<file path="src/rtl/cp0_cause_ctrl.sv">
// CP0 Cause register (Reg 13) with synchronised level/edge interrupt front-end and masked request.
// Optional macro CP0_CAUSE_EIC_EN builds the registered priority vector on int_vec.
module cp0_cause_ctrl #(
    parameter int unsigned NUM_HW_IRQ  = 6,
    parameter int unsigned SYNC_STAGES = 2,
    parameter logic [5:0]  EDGE_MASK   = 6'b000000,
    parameter int unsigned TIMER_LINE  = 5
) (
    input  logic                  clk,
    input  logic                  reset,
    input  logic [NUM_HW_IRQ-1:0] irq_in,
    input  logic [NUM_HW_IRQ-1:0] irq_clear,
    input  logic                  timer_irq,
    input  logic                  exc_valid,
    input  logic [4:0]            exc_code,
    input  logic                  exc_bd,
    input  logic [1:0]            exc_ce,
    input  logic                  mtc0_we,
    input  logic [31:0]           mtc0_wdata,
    input  logic [7:0]            status_im,
    input  logic                  status_ie,
    input  logic                  status_exl,
    input  logic                  status_erl,
    output logic [31:0]           causereg,
    output logic                  int_req,
    output logic [2:0]            int_vec
);

    logic [NUM_HW_IRQ-1:0] r_sync [SYNC_STAGES];
    logic [NUM_HW_IRQ-1:0] r_prev;
    logic [NUM_HW_IRQ-1:0] r_pend;
    logic [5:0]            r_ip_hw;
    logic [1:0]            r_ip_sw;
    logic                  r_bd;
    logic                  r_ti;
    logic [1:0]            r_ce;
    logic                  r_dc;
    logic                  r_iv;
    logic [4:0]            r_exc;
    logic                  r_int_req;

    logic [NUM_HW_IRQ-1:0] w_timer_vec;
    logic [NUM_HW_IRQ-1:0] w_line;
    logic [NUM_HW_IRQ-1:0] w_rise;
    logic [NUM_HW_IRQ-1:0] w_pend_nx;
    logic [5:0]            w_ip_nx;
    logic [7:0]            w_masked;
    logic                  w_unused;

    always_ff @(posedge clk) begin
        if (reset) begin
            for (int unsigned k = 0; k < SYNC_STAGES; k++)
                r_sync[k] <= '0;
        end else begin
            r_sync[0] <= irq_in;
            for (int unsigned k = 1; k < SYNC_STAGES; k++)
                r_sync[k] <= r_sync[k-1];
        end
    end

    always_comb begin
        w_timer_vec             = '0;
        w_timer_vec[TIMER_LINE] = timer_irq;
    end

    assign w_line = r_sync[SYNC_STAGES-1] | w_timer_vec;
    assign w_rise = w_line & ~r_prev;

    // Edge lines: IP mirrors the next pending state, so a new edge beats a simultaneous clear.
    always_comb begin
        w_pend_nx = '0;
        w_ip_nx   = '0;
        for (int unsigned i = 0; i < NUM_HW_IRQ; i++) begin
            if (EDGE_MASK[i]) begin
                w_pend_nx[i] = (r_pend[i] & ~irq_clear[i]) | w_rise[i];
                w_ip_nx[i]   = w_pend_nx[i];
            end else begin
                w_ip_nx[i]   = w_line[i];
            end
        end
    end

    assign w_masked = {r_ip_hw, r_ip_sw} & status_im;

    always_ff @(posedge clk) begin
        if (reset) begin
            r_prev    <= '0;
            r_pend    <= '0;
            r_ip_hw   <= '0;
            r_ip_sw   <= '0;
            r_bd      <= 1'b0;
            r_ti      <= 1'b0;
            r_ce      <= '0;
            r_dc      <= 1'b0;
            r_iv      <= 1'b0;
            r_exc     <= '0;
            r_int_req <= 1'b0;
        end else begin
            r_prev    <= w_line;
            r_pend    <= w_pend_nx;
            r_ip_hw   <= w_ip_nx;
            r_ti      <= timer_irq;
            r_int_req <= status_ie & ~status_exl & ~status_erl & (|w_masked);
            if (mtc0_we) begin
                r_ip_sw <= mtc0_wdata[9:8];
                r_iv    <= mtc0_wdata[23];
                r_dc    <= mtc0_wdata[27];
            end
            if (exc_valid) begin
                r_exc <= exc_code;
                r_ce  <= exc_ce;
                if (!status_exl)
                    r_bd <= exc_bd;
            end
        end
    end

`ifdef CP0_CAUSE_EIC_EN
    logic [2:0] w_vec;
    logic [2:0] r_int_vec;

    always_comb begin
        w_vec = '0;
        for (int unsigned i = 0; i < 8; i++)
            if (w_masked[i])
                w_vec = 3'(i);
    end

    always_ff @(posedge clk) begin
        if (reset)
            r_int_vec <= '0;
        else
            r_int_vec <= w_vec;
    end

    assign int_vec = r_int_vec;
`else
    assign int_vec = 3'b000;
`endif

    assign causereg = {r_bd, r_ti, r_ce, r_dc, 3'b000, r_iv, 7'b0000000,
                       r_ip_hw, r_ip_sw, 1'b0, r_exc, 2'b00};
    assign int_req  = r_int_req;

    assign w_unused = ^{mtc0_wdata[31:28], mtc0_wdata[26:24], mtc0_wdata[22:10],
                        mtc0_wdata[7:0], irq_clear};

endmodule

</file>
<file path="config.mk">
export PLATFORM = sky130hd
export DESIGN_NAME = cp0_cause_ctrl
export DESIGN_NICKNAME = d
export VERILOG_FILES = /design/src/rtl/cp0_cause_ctrl.sv
export SDC_FILE = /design/constraint.sdc
export NUM_CORES = 1
export LEC_CHECK = 0
export CAP_MARGIN = 20
export CORE_MARGIN = 3
export CORE_UTILIZATION = 32
export CTS_BUF_LIST = sky130_fd_sc_hd__clkbuf_2
export DETAILED_ROUTE_END_ITERATION = 6
export PLACE_DENSITY_LB_ADDON = 0.3
export SLEW_MARGIN = 20
export SYNTH_ARGS = -nofsm -noshare
export SYNTH_HDL_FRONTEND = slang
export SYNTH_SLANG_ARGS = --single-unit
</file>
<file path="constraint.sdc">
create_clock -name clk -period 1.25 [get_ports clk]
set_input_delay 0.125 -clock clk [delete_from_list [all_inputs] [get_ports clk]]
set_output_delay 0.125 -clock clk [all_outputs]
set_load 0.1 [all_outputs]
</file>
==> results by group <==
Critical path
  • Critical path class: register to primary output
  • Buf/Inv on CP: 1
  • Critical Path AT: 0.98 ns
  • Req. time, crit path: 1.12 ns
  • Worst path cell trace: buf_12
  • Max FO, Critical Path: 2
  • Largest stage delay on the critical path: around 0.43 ns
  • Crit start category: register
  • Worst setup EP type: primary output
  • RR Startpoint: r_ip_sw[1]$_SDFFE_PP0P_
  • Worst setup startpoint: r_exc[0]$_SDFFE_PP0P_
  • Critical-path top delay cell: dfxtp_1
  • CP top delay family: flip-flops

Job
  • Maxcap violations: 0

Logic synthesis
  • #FFs+latches synth: 32
  • Mean Syn Cell Area: 10.6 sq um
  • Post-synthesis cell count: 109
  • Register area share after synthesis: 55.5%
  • Top-area cell type share of the netlist area: 55.5%
  • Synth cell types: 13
  • Synth warnings: 0
  • Top cells by area, synth: dfxtp_1, buf_4, mux2i_1
  • Yosys top cell by area: dfxtp_1
  • Synthesized area: 1150 sq um

STA
  • Final setup vio count: 0
  • Tcrit/Tclk final: about nine tenths
  • Hold_ws: 0.303 ns
  • Setup tns final: 0 ns
  • RSZ-0062 raised after global routing: no
  • Clock Skew: 0.00572 ns
  • Final hold violation count: 0
  • Fin crit period: 1.10 ns
  • Max Freq: approximately 910 MHz
  • Max Slew Vio Count: 0

Placement
  • Placed instance count: 201
  • Number of port buffers: 53
  • Placed wire-length estimate: 1.86 mm
  • GP Congestion: 0.672

Clocking
  • H-tree levels: 2
  • CTS tree: yes
  • Root buffer cell: clkbuf_2
  • Post-CTS setup repair buffer count: 0
  • CTS sink cnt: 32
  • Post-CTS sizing: 0
  • Worst-Skew Late Latency: around 0.35 ns
  • Clock tree buffer depth: 2
  • # hold bufs at CTS: 0
  • Clock transition at the registers of the reported paths: about 0.17 ns
  • CTS buffer count: 5

GRT
  • Global Route Usage Sum: 11.4%
  • Global routing usage on met2: 19.5%
  • GR peak layer: met2
  • First-pass GRT wire length: 3.64 mm
  • Vias in the first global route: between 800 and 900
  • Largest net degree at the start of global routing: 32
  • GR Util met1: 10.7%
  • M3 GR Usage: 6.12%
  • GRT Residual Overflow: 0
  • Initial antenna violation count: 0

Drt
  • Routed vias/inst: 4.01
  • DR pass1 iterations: 3
  • Vias: 838
  • Detailed Route Iter0 Violations: 19
  • Final ANT Viol Nets: 0
  • Detailed-route wire length per cell: 11.0 um
  • DRT Wirelength: 2.31 mm
  • # DRC: 0

Die
  • Core ar.: approximately 3400 sq um
  • Ports: between 100 and 150
  • Rows: 21
  • Total die area: 4370 sq um
  • Initial Util: 33.8%
  • Die Span Y: 66.1 um
  • Die X: 66.1 um

Layout
  • Multi-input gate area: approximately 400 sq um
  • Final nets: 230
  • Number of fill cells: 310
  • FF/Latch Area: 651 sq um
  • Syn-to-layout area delta: 67.1%
  • Post-Layout Cell Count: 209
  • Share of cells above drive strength 1: roughly a quarter
  • # diodes: 0

Min path
  • Min-Delay Startpoint: irq_in[4]
  • Hold WC Path Type: input port to register

Run status
  • Status: complete, no violations

Power
  • Leak: 0.816 nW
  • Peak supply drop: ~0.76 mV
  • Power, Total: roughly 2.5 mW
  • Pwr dens: approximately 1300 nW/um^2
[per-layer routing]
layer,part of all wire [%],vias to the layer above
met5,0,-
met4,1.3,0
met3,14,5
met2,49,48
met1,36,367
li1,-,418
[cell families (layout without fill, tap and decap cells)]
kind of cell	Yosys count	after routing	synth area share, %
mux	12	12	10.4
compound gates	5	5	3.36
simple gates	34	34	15.7
buf+inv	25	64	14.7
flops	32	32	55.5
other cells	1	16	0.325
[where the power goes]
part	internal (mW)	total [mW]	switching [mW]
logic	0.251	0.755	0.504
registers	1.07	1.11	0.0371
clock network	0.335	0.683	0.348
total	1.66	2.55	0.889
[final timing paths]
kind / end / slack, ns / cells past startpoint
worst max-delay path: causereg[2] / 0.15 / 1
worst min-delay path: r_sync[0][4]$_SDFF_PP0_ / 0.30 / 2
worst max register to register: int_req$_SDFF_PP0_ / 0.19 / 3
worst min register to register: r_ip_hw[1]$_SDFF_PP0_ / 0.45 / 1
[per-stage QoR]
stage                     setup WS (ns)  cell area [sq um]  util (%)
after floorplan                  0.0100               1220         -
after global placement          -0.0402               1860      54.5
after detailed placement        -0.0468               1860      54.5
after CTS                         0.109               1930      56.5
after global routing             0.0696               1930      56.5
final                             0.146               1930      56.5
[flip-flops by register name, summed over array words and instances, names as in the netlist]
| name | count |
|---|---|
| r_iv | 1 |
| r_dc | 1 |
| r_exc | 5 |
| r_ip_sw | 2 |
| r_bd | 1 |
| int_req | 1 |
| r_sync | 12 |
| r_ti | 1 |
| r_ip_hw | 6 |
| r_ce | 2 |
[cells in the mapped netlist]
| library cell | instances |
|---|---|
| dfxtp_1 | 32 |
| clkbuf_1 | 4 |
| nor2b_1 | 19 |
| buf_2 | 1 |
| a22oi_1 | 2 |
| buf_4 | 20 |
| nor2_1 | 14 |
| mux2i_1 | 12 |
| a221oi_1 | 1 |
| or4b_1 | 1 |
| a31oi_1 | 1 |
| conb_1 | 1 |
| a22o_1 | 1 |
[final cells by class]
| cell class | count | share of cell area, % |
|---|---|---|
| repair buffers | 56 | 39.0 |
| flip-flops and latches | 32 | 33.7 |
| multi-input cells | 67 | 20.8 |
| well taps | 46 | 2.98 |
| clock inverters | 3 | 2.20 |
| clock buffers | 5 | 1.30 |
[placed cells by master (no fill, tap or decap), drive strengths merged]
cell	Yosys	final
clkinvlp	0	1
a221oi	1	1
clkinv	0	1
nor2	14	14
buf	21	23
mux2i	12	12
conb	1	16
nor2b	19	19
dfxtp	32	32
bufinv	0	1
clkdlybuf4s50	0	33
a22oi	2	2
a31oi	1	1
or4b	1	1
a22o	1	1
clkbuf	4	5
Note: power is estimated with default switching activity, not from simulation.
